<file path="src/rtl/aes_dec_key_sched.sv">
// ---------------------------------------------------------------------------
// aes_dec_key_sched
//   Decryption-side AES-128 key schedule. A loaded cipher key is expanded
//   forward, one round per clock, up to the round-10 key. The schedule is
//   then walked backwards one round per `next` pulse (10, 9, ... 0). This
//   matches the order in which the inverse cipher consumes round keys.
//   Four aes_sbox instances implement SubWord. The forward and backward
//   steps share them through a mux on the word that is substituted.
//
// Ports
//   clk     in   1    rising-edge clock
//   rst     in   1    synchronous reset, active-high
//   ld      in   1    capture `key` and start forward expansion (wins over next)
//   key     in   KW   cipher key, word0 = key[127:96]
//   next    in   1    step kout back one round while READY and rnd > 0
//   kout    out  KW   round key for round index rnd
//   rnd     out  4    round index of kout
//   kvalid  out  1    kout/rnd valid (READY)
//   busy    out  1    forward expansion in progress
//   done    out  1    READY and rnd == 0 (kout equals the loaded key)
// ---------------------------------------------------------------------------

// AES S-box: multiplicative inverse in GF(2^8) followed by the affine map.
// The S-box is computed instead of tabulated, so the source stays short.
module aes_sbox (
    input  logic [7:0] a,
    output logic [7:0] d
);
    function automatic logic [7:0] gf_mul(input logic [7:0] x, input logic [7:0] y);
        logic [7:0] p;
        logic [7:0] xx;
        p  = 8'h00;
        xx = x;
        for (int i = 0; i < 8; i++) begin
            if (y[i]) p = p ^ xx;
            xx = {xx[6:0], 1'b0} ^ (xx[7] ? 8'h1b : 8'h00);
        end
        return p;
    endfunction

    // x^254 == x^-1 in GF(2^8). Zero maps to zero, as the S-box requires.
    function automatic logic [7:0] gf_inv(input logic [7:0] x);
        logic [7:0] p;
        logic [7:0] r;
        p = x;
        r = 8'h01;
        for (int i = 1; i < 8; i++) begin
            p = gf_mul(p, p);
            r = gf_mul(r, p);
        end
        return r;
    endfunction

    function automatic logic [7:0] rotl8(input logic [7:0] x, input int n);
        return (x << n) | (x >> (8 - n));
    endfunction

    logic [7:0] inv;

    always_comb begin
        inv = gf_inv(a);
        d   = inv ^ rotl8(inv, 1) ^ rotl8(inv, 2) ^ rotl8(inv, 3) ^ rotl8(inv, 4) ^ 8'h63;
    end
endmodule

module aes_dec_key_sched #(
    parameter int NR = 10,
    parameter int KW = 128
) (
    input  logic          clk,
    input  logic          rst,
    input  logic          ld,
    input  logic [KW-1:0] key,
    input  logic          next,
    output logic [KW-1:0] kout,
    output logic [3:0]    rnd,
    output logic          kvalid,
    output logic          busy,
    output logic          done
);
    typedef enum logic [1:0] {
        IDLE   = 2'd0,
        EXPAND = 2'd1,
        READY  = 2'd2
    } state_t;

    localparam logic [3:0] LAST_RND = 4'(NR);

    state_t        state, state_nxt;
    logic [KW-1:0] kreg, kreg_nxt;
    logic [3:0]    rcnt, rcnt_nxt;   // rcon index in EXPAND, round index in READY

    logic [31:0] k0, k1, k2, k3;
    logic [31:0] p1, p2, p3;
    logic [31:0] sel_word, rot_word, sub_word, t;
    logic [KW-1:0] fwd_key, bwd_key;

    function automatic logic [7:0] rcon(input logic [3:0] r);
        case (r)
            4'd1:    return 8'h01;
            4'd2:    return 8'h02;
            4'd3:    return 8'h04;
            4'd4:    return 8'h08;
            4'd5:    return 8'h10;
            4'd6:    return 8'h20;
            4'd7:    return 8'h40;
            4'd8:    return 8'h80;
            4'd9:    return 8'h1b;
            4'd10:   return 8'h36;
            default: return 8'h00;
        endcase
    endfunction

    assign {k0, k1, k2, k3} = kreg;

    // Words of the previous round key that can be recovered without the S-box.
    assign p3 = k3 ^ k2;
    assign p2 = k2 ^ k1;
    assign p1 = k1 ^ k0;

    // The forward step substitutes k3. The backward step substitutes the
    // recovered previous k3 (p3). Only one of the two is active at a time.
    assign sel_word = (state == EXPAND) ? k3 : p3;
    assign rot_word = {sel_word[23:0], sel_word[31:24]};

    for (genvar b = 0; b < 4; b++) begin : g_sbox
        aes_sbox u_sbox (
            .a (rot_word[8*b +: 8]),
            .d (sub_word[8*b +: 8])
        );
    end

    assign t = sub_word ^ {rcon(rcnt), 24'h0};

    always_comb begin
        logic [31:0] n0, n1, n2, n3;
        n0      = k0 ^ t;
        n1      = k1 ^ n0;
        n2      = k2 ^ n1;
        n3      = k3 ^ n2;
        fwd_key = {n0, n1, n2, n3};
        bwd_key = {k0 ^ t, p1, p2, p3};
    end

    // NOTE: registers use non-blocking assignments only; all next-state
    // values are computed combinationally below.
    always_ff @(posedge clk) begin
        if (rst) begin
            state <= IDLE;
            kreg  <= '0;
            rcnt  <= '0;
        end else begin
            state <= state_nxt;
            kreg  <= kreg_nxt;
            rcnt  <= rcnt_nxt;
        end
    end

    // NOTE: every signal gets a hold default first, so no path leaves one
    // unassigned and no latch is inferred.
    always_comb begin
        state_nxt = state;
        kreg_nxt  = kreg;
        rcnt_nxt  = rcnt;

        if (ld) begin
            // A load restarts from any state and overrides a concurrent next.
            state_nxt = EXPAND;
            kreg_nxt  = key;
            rcnt_nxt  = 4'd1;
        end else begin
            case (state)
                EXPAND: begin
                    kreg_nxt = fwd_key;
                    if (rcnt == LAST_RND) begin
                        state_nxt = READY;
                    end else begin
                        rcnt_nxt = rcnt + 4'd1;
                    end
                end
                READY: begin
                    if (next && (rcnt != 4'd0)) begin
                        kreg_nxt = bwd_key;
                        rcnt_nxt = rcnt - 4'd1;
                    end
                end
                default: ;
            endcase
        end
    end

    assign kout   = kreg;
    assign rnd    = rcnt;
    assign kvalid = (state == READY);
    assign busy   = (state == EXPAND);
    assign done   = (state == READY) && (rcnt == 4'd0);
endmodule
</file>
<file path="config.mk">
export PLATFORM = sky130hd
export DESIGN_NAME = aes_dec_key_sched
export DESIGN_NICKNAME = d
export VERILOG_FILES = /design/src/rtl/aes_dec_key_sched.sv
export SDC_FILE = /design/constraint.sdc
export NUM_CORES = 2
export LEC_CHECK = 0
export CAP_MARGIN = 40
export CORE_UTILIZATION = 55
export CTS_CLUSTER_DIAMETER = 100
export DETAILED_ROUTE_END_ITERATION = 16
export PLACE_DENSITY_LB_ADDON = 0.25
export SLEW_MARGIN = 30
export SYNTH_ARGS = -nofsm -noshare
export SYNTH_HDL_FRONTEND = slang
export SYNTH_SLANG_ARGS = --single-unit
</file>
<file path="constraint.sdc">
create_clock -name clk -period 38.8 [get_ports clk]
set_input_delay 3.88 -clock clk [delete_from_list [all_inputs] [get_ports clk]]
set_output_delay 3.88 -clock clk [all_outputs]
set_load 0.01 [all_outputs]
</file>
# Word level (Yosys, flattened, before mapping)
# Memories as Yosys holds them, arrays and structs flattened.
# Cells that the tools add are included.
op_classes:
  addsub: 2
  bitwise_logic: 800
  eq_ne: 7
  reduce_logical: 14
  muxes: 823
ops:
  columns: ["operator", "n"]
  rows:
  - ["bitwise XOR 8 bit", 744]
  - ["2-to-1 mux 8 bit", 420]
  - ["2-to-1 mux 5 bit", 368]
  - ["2-to-1 mux 128 bit", 2]
  - ["one-hot mux 128 bit (2 select lines)", 1]
  - ["bitwise XOR 32 bit", 8]
  - ["2-to-1 mux 32 bit", 1]
  - ["bitwise OR 8 x 1 -> 8 bit", 4]
  - ["bitwise OR 8 x 2 -> 8 bit", 4]
  - ["bitwise OR 8 x 3 -> 8 bit", 4]
  - ["bitwise OR 8 x 4 -> 8 bit", 4]
  - ["2-to-1 mux 7 bit", 4]
  - ["inverter 1 bit (first input constant)", 28]
  - ["2-to-1 mux 4 bit", 6]
  - ["2-to-1 mux 6 bit", 4]
  - ["inverter 4 bit", 4]
  - ["2-to-1 mux 3 bit", 4]
  - ["2-to-1 mux 1 bit", 8]
  - ["2-to-1 mux 2 bit", 4]
  - ["one-hot mux 4 bit (2 select lines)", 1]
  - ["AND reduction 2 bit", 3]
  - ["AND reduction 3 bit", 2]
  - ["nonzero test 2 bit", 3]
  - ["adder 4 x 1 -> 4 bit (second input constant)", 1]
  - ["other kinds (13)", 14]
word_totals:
  output_inout_bits: 135
  regBits: 134
  mem_bits_ro: 128
  in_bits: 132
  memories: 1
memory_table:
  columns: ["memory", "depth", "word_bits", "read_ports", "rd_ports_with_merged_regs", "write_ports", "line_no", "rtl"]
  rows:
  - ["(no name shown)", 16, 8, 1, 0, 0, "99", "case (r)"]

# Longest topological paths before layout
logic_depth:
  depth_word: 142
  ltp_mapped: 85
  ltp_nobuf: 69

# Hierarchy
# A second synthesis with hierarchy kept.
hier_totals:
  hier_cells: 8940
  hier_area_um2: 70330.0
modules_own_cells:
  columns: ["module", "area_per_inst_um2", "cells_per_inst", "n_inst", "seq_area_each_um2"]
  rows:
  - ["aes_sbox", 15220.8, 1942, 4, 0.0]
  - ["aes_dec_key_sched", 9446.6, 1172, 1, 2682.6]

# Worst setup path before layout
# OpenSTA, ideal clock, no wires.
synth_timing:
  kind: "reg-to-reg"
  from: "reg state[1]"
  to: "reg kreg[24] (netlist: kout[24])"
  path_stages_with_launch: 81
  path_slack_ps: 20711
  arrival_time_ps: 17957
  period_less_slack_ps: 18089
  cell_sequence: "dfxtp_1 > inv_1 > ha_1 > buf_4 > nand2b_2 > xor2_2 > inv_2 > ha_1 > xnor2_2 > nor4b_1 > a21oi_1 > o22ai_1 > xnor2_1 > xnor2_1 > buf_4 > clkinv_2 > buf_6 > buf_4 > [45 not listed] > o31a_1 > a21boi_1 > o21ai_1 > a21o_1 > a31oi_1 > xnor2_1 > o21ai_1 > xnor2_1 > clkbuf_1 > a21oi_1 > or4_4 > and2_1 > xnor3_2 > xnor2_1 > or3_1 > a21oi_2 > xnor2_1 > a21oi_1"
synth_between:
  elab_chain_len: 139
  elab_cells_between_ends: 407
  classes_between: "3 x eq/ne; 206 x mux; 196 x bitwise; 2 x reduce/logical"
synth_lines:
  columns: ["element", "line_no", "rtl"]
  rows:
  - ["from (decl)", "89", "state_t state, state_nxt;"]
  - ["from (signal assigned)", "153", "state <= state_nxt;"]
  - ["equality test 2 x 1 -> 1 bit (*)", null, null]
  - ["via busy", "78", "output logic busy,"]
  - ["2-to-1 mux 32 bit", "123", "assign sel_word = (state == EXPAND) ? k3 : p3;"]
  - ["2-to-1 mux 5 bit", "36", "xx = {xx[6:0], 1'b0} ^ (xx[7] ? 8'h1b : 8'h00);"]
  - ["bitwise XOR 8 bit", "36", null]
  - ["bitwise XOR 8 bit", "35", "if (y[i]) p = p ^ xx;"]
  - ["2-to-1 mux 8 bit", "35", null]
  - ["bitwise XOR 8 bit", "35", null]
  - ["[124 not listed]", null, null]
  - ["inverter 4 bit (no source line)", null, null]
  - ["bitwise XOR 32 bit", "133", "assign t = sub_word ^ {rcon(rcnt), 24'h0};"]
  - ["bitwise XOR 32 bit", "137", "n0 = k0 ^ t;"]
  - ["bitwise XOR 32 bit", "138", "n1 = k1 ^ n0;"]
  - ["bitwise XOR 32 bit", "139", "n2 = k2 ^ n1;"]
  - ["bitwise XOR 32 bit", "140", "n3 = k3 ^ n2;"]
  - ["one-hot mux 128 bit (2 select lines)", "172", "case (state)"]
  - ["2-to-1 mux 128 bit", "166", "if (ld) begin"]
  - ["to (signal assigned)", "154", "kreg <= kreg_nxt;"]
  - ["to (decl)", "90", "logic [KW-1:0] kreg, kreg_nxt;"]
# Mark *: on every way through the listed nets, which the timed path passes. The rest lies on a longest branch.
# A chain may end at the register's enable or synchronous reset.

# Worst setup path after layout
layout_timing:
  from: "reg state[1]"
  to: "reg kreg[28] (netlist: kout[28])"
layout_between:
  elab_chain_len: 138
  elab_cells_between_ends: 406
  classes_between: "3 x eq/ne; 206 x mux; 195 x bitwise; 2 x reduce/logical"
layout_lines:
  columns: ["element", "line_no", "rtl"]
  rows:
  - ["equality test 2 x 1 -> 1 bit", "123, 172", null]
  - ["2-to-1 mux 32 bit", "123", null]
  - ["2-to-1 mux 5 bit, or another cell as far along", "36", null]
  - ["bitwise XOR 8 bit (on tied branches)", "36, 35", null]
  - ["bitwise XOR 8 bit or 2-to-1 mux 8 bit (tied branches)", "35", null]
  - ["2-to-1 mux 8 bit or bitwise XOR 8 bit (tied branches)", "35", null]
  - ["bitwise XOR 8 bit or 2-to-1 mux 8 bit (tied branches)", "35", null]
  - ["2-to-1 mux 8 bit or bitwise XOR 8 bit (tied branches)", "35", null]
  - ["[119 not listed]", null, null]
  - ["bitwise XOR 8 bit (4 in series)", "62", "d = inv ^ rotl8(inv, 1) ^ rotl8(inv, 2) ^ rotl8(inv, 3) ^ rotl8(inv, 4) ^ 8'h63;"]
  - ["bitwise XOR 32 bit", "133", null]
  - ["bitwise XOR 32 bit", "137", null]
  - ["bitwise XOR 32 bit", "138", null]
  - ["bitwise XOR 32 bit", "139", null]
  - ["bitwise XOR 32 bit", "140", null]
  - ["one-hot mux 128 bit (2 select lines)", "172", null]
  - ["2-to-1 mux 128 bit", "166", null]
# Several ways; a longest one is shown, not always the timed one.

==> flow_summary.yaml <==
status:
  outcome: "completed"
logic_synthesis:
  synth_edf_count: 0
  synth_cell_types: 132
  yosysMostFrequentCell: "xnor2_1"
  yosys.area.top_type: "xnor2_1"
  synth_area_leaders: "xnor2_1 (22%), xnor3_1 (13%), nor2_1 (7.2%)"
  syn_inst: 9443
  synth_nets: 9603
  synthArstFlopShare_pct: 0
  yosysTopAreaCellShare_pct: 21.60
  synth.yosys.seq_area_share_pct: 3.818
  synth_area_um2: 70260
  syn_area_per_cell_um2: 7.441
  ys_warn_count: 0
  synthTopCellsByCount: "xnor2_1 (1,733), nor2_1 (1,347), nand2_1 (897)"
  synth-main-ff-cell: "dfxtp_1"
  ys_ff_latch: 134
place:
  portBuffers: 266
  dp_hpwl_mm: 177.8
  dp_slack_ns: 17.40
  globalplace.congestion: 0.9874
finish:
  multiInputGateArea_um2: 64480
  layout.nets: 9553
  seq_area_um2: 2683
  drive_above_1_share_pct: 8.208
  fill_cells: 11660
  area_delta_synth_final_pct: 7.433
  utilization_pct: 59.80
grt:
  grt_max_degree: 99
  grt_pass1_wl_mm: 368.5
  antenna_found_initial: 12
  grt_overflow_total: 0
  grt_pass1_vias: 63190
  grt_usage_pct: 35.14
cts:
  cts_max_level: 4
  holdBufCountCts: 0
  clock_latency_ns: 0.50
  cts_buffers: 17
  cts.clk_slew.worst_paths_ns: 0.07
  cts_tree: "yes"
  clock_path_buffers: 2
  ctsResizeCount: 0
  cts.sinks: 134
  postCtsSetupRepairBufs: 0
  root_buffer: "clkbuf_16"
sta:
  fin_tns_setup_ns: 0
  fin_ws_ns: 17.03
  final.setup_skew_ns: 0.01697
  rsz0062_at_grt: "false"
  finalCritPeriodShare_pct: 56.11
  slew_viol_final: 0
  worstMarginPinSlew_ns: 0.8988
  timing.fmax_mhz: 45.93
  relSlewSlack_pct: 39.65
  hold_viol_final: 0
  finalSetupViolations: 0
  fin_crit_ns: 21.77
setup_path:
  cpMostUsedCell: "xnor2_1"
  crit_arrival_ns: 22.12
  critPathRequiredTime_ns: 39.15
  endpoint_kind: "flop"
  worstPathMaxFanout: 49
  start_kind: "flop"
  slowest_stage: "ha_1"
  critical_path_class: "flop to flop"
  cpPeakStageDelay_ns: 0.83
routing:
  via_count: 69290
  drt_first_pass_iters: 7
  wire_per_inst_um: 21.46
  drtIter0Drc: 8086
  route.detailed.drc: 0
  wl_mm: 237.5
  viasPerCell: 6.261
  ant_nets: 0
floorplan:
  dieHeight_um: 359.4
  start_util_pct: 55.67
  rows: 130
  core-area_um2: 126200
  die_w_um: 359.4
  io_pins: 267
  die_area_um2: 129200
flow_run:
  max_cap_violations: 0
hold_path:
  hp-class: "flop to flop"
[registers in the layout, indices dropped and copies added, names as in the netlist]
register and cells:
kout 128, state 2, rnd 4
[worst paths after layout]
kind	start	endpoint	slack, ns	cells after the start
worst min-delay path	state[1]$_SDFFE_PP0P_	state[1]$_SDFFE_PP0P_	0.57	2
worst max register to register	state[1]$_SDFFE_PP0P_	kout[28]$_SDFFE_PP0P_	17.03	69
worst max-delay path	state[1]$_SDFFE_PP0P_	kout[28]$_SDFFE_PP0P_	17.03	69
worst min register to register	state[1]$_SDFFE_PP0P_	state[1]$_SDFFE_PP0P_	0.57	2
[critical path: cells and delay by family, from the launching register on]
family | cells | cell delay [ns]
AOI/OAI and AO/OA | 15 | 3.50
xor gates and xnor gates | 22 | 7.53
adders and majority gates | 5 | 2.65
buffers and inverters | 9 | 2.50
DFF | 1 | 0.34
muxes | 6 | 1.96
and+or+nand+nor | 12 | 3.09
[per-stage QoR]
stage | std cells | hold slack (ns) | instance area, um^2
CTS | 11020 | 0.5738 | 75040
global route | 11060 | 0.5988 | 75480
floorplan | 9443 | 0.4618 | 70260
finish | 11070 | 0.5736 | 75480
global placement | 10950 | 0.5482 | 74140
detailed placement | 10980 | 0.5621 | 74490
[per-layer routing]
metal | track usage (%) | routed length (um) | vias up
li1 | - | - | 32420
met1 | 48.22 | 100300 | 32940
met2 | 55.08 | 105100 | 3477
met3 | 5.921 | 23340 | 452
met4 | 12.96 | 8733 | 8
met5 | 0 | 45 | -
[placed cells by master (no fill, tap or decap), drive strengths merged, types with 22 or more instances in the layout]
master,count
xnor2,1842
nor2,1359
nand2,899
a21oi,689
xor2,557
o21ai,520
xnor3,419
buf,315
clkdlybuf4s50,264
mux2i,231
nor3,215
nand3,180
dfxtp,134
or3,127
inv,117
o22ai,112
nor2b,96
o211ai,92
a31oi,89
a211oi,89
and2,74
a22oi,73
nand2b,73
and3,57
mux2,55
xor3,53
or2,47
o221ai,36
a32oi,32
o21a,31
clkbuf,29
a21o,27
ha,27
a211o,26
o32ai,26
a21boi,26
a221oi,24
nor4,23
o31ai,23
nor3b,22
[layout make-up]
cell class / count / share of cell area, %
sequential: 134 / 3.554
multi-input combinational: 8524 / 85.42
antenna: 11 / 0.03647
tap: 1650 / 2.735
clock buffer: 19 / 0.5868
inverter: 127 / 0.6332
timing repair buffer: 589 / 6.882
clock inverter: 13 / 0.1508
[logic make-up (layout without fill, tap and decap cells)]
kind of cell	Yosys count	count (layout)	share of synthesized area, %
muxes	287	287	4.204
xor gates and xnor gates	2871	2871	47.34
and+or+nand+nor	3240	3240	20.49
DFF	134	134	3.818
adders and majority gates	29	29	0.5235
AOI/OAI and AO/OA	2097	2097	18.70
buffers and inverters	785	748	4.919
other	0	11	0
Power is left out: the tool's default activity adds up to more than one toggle a clock period on the data nets, which glitch-free logic cannot reach.
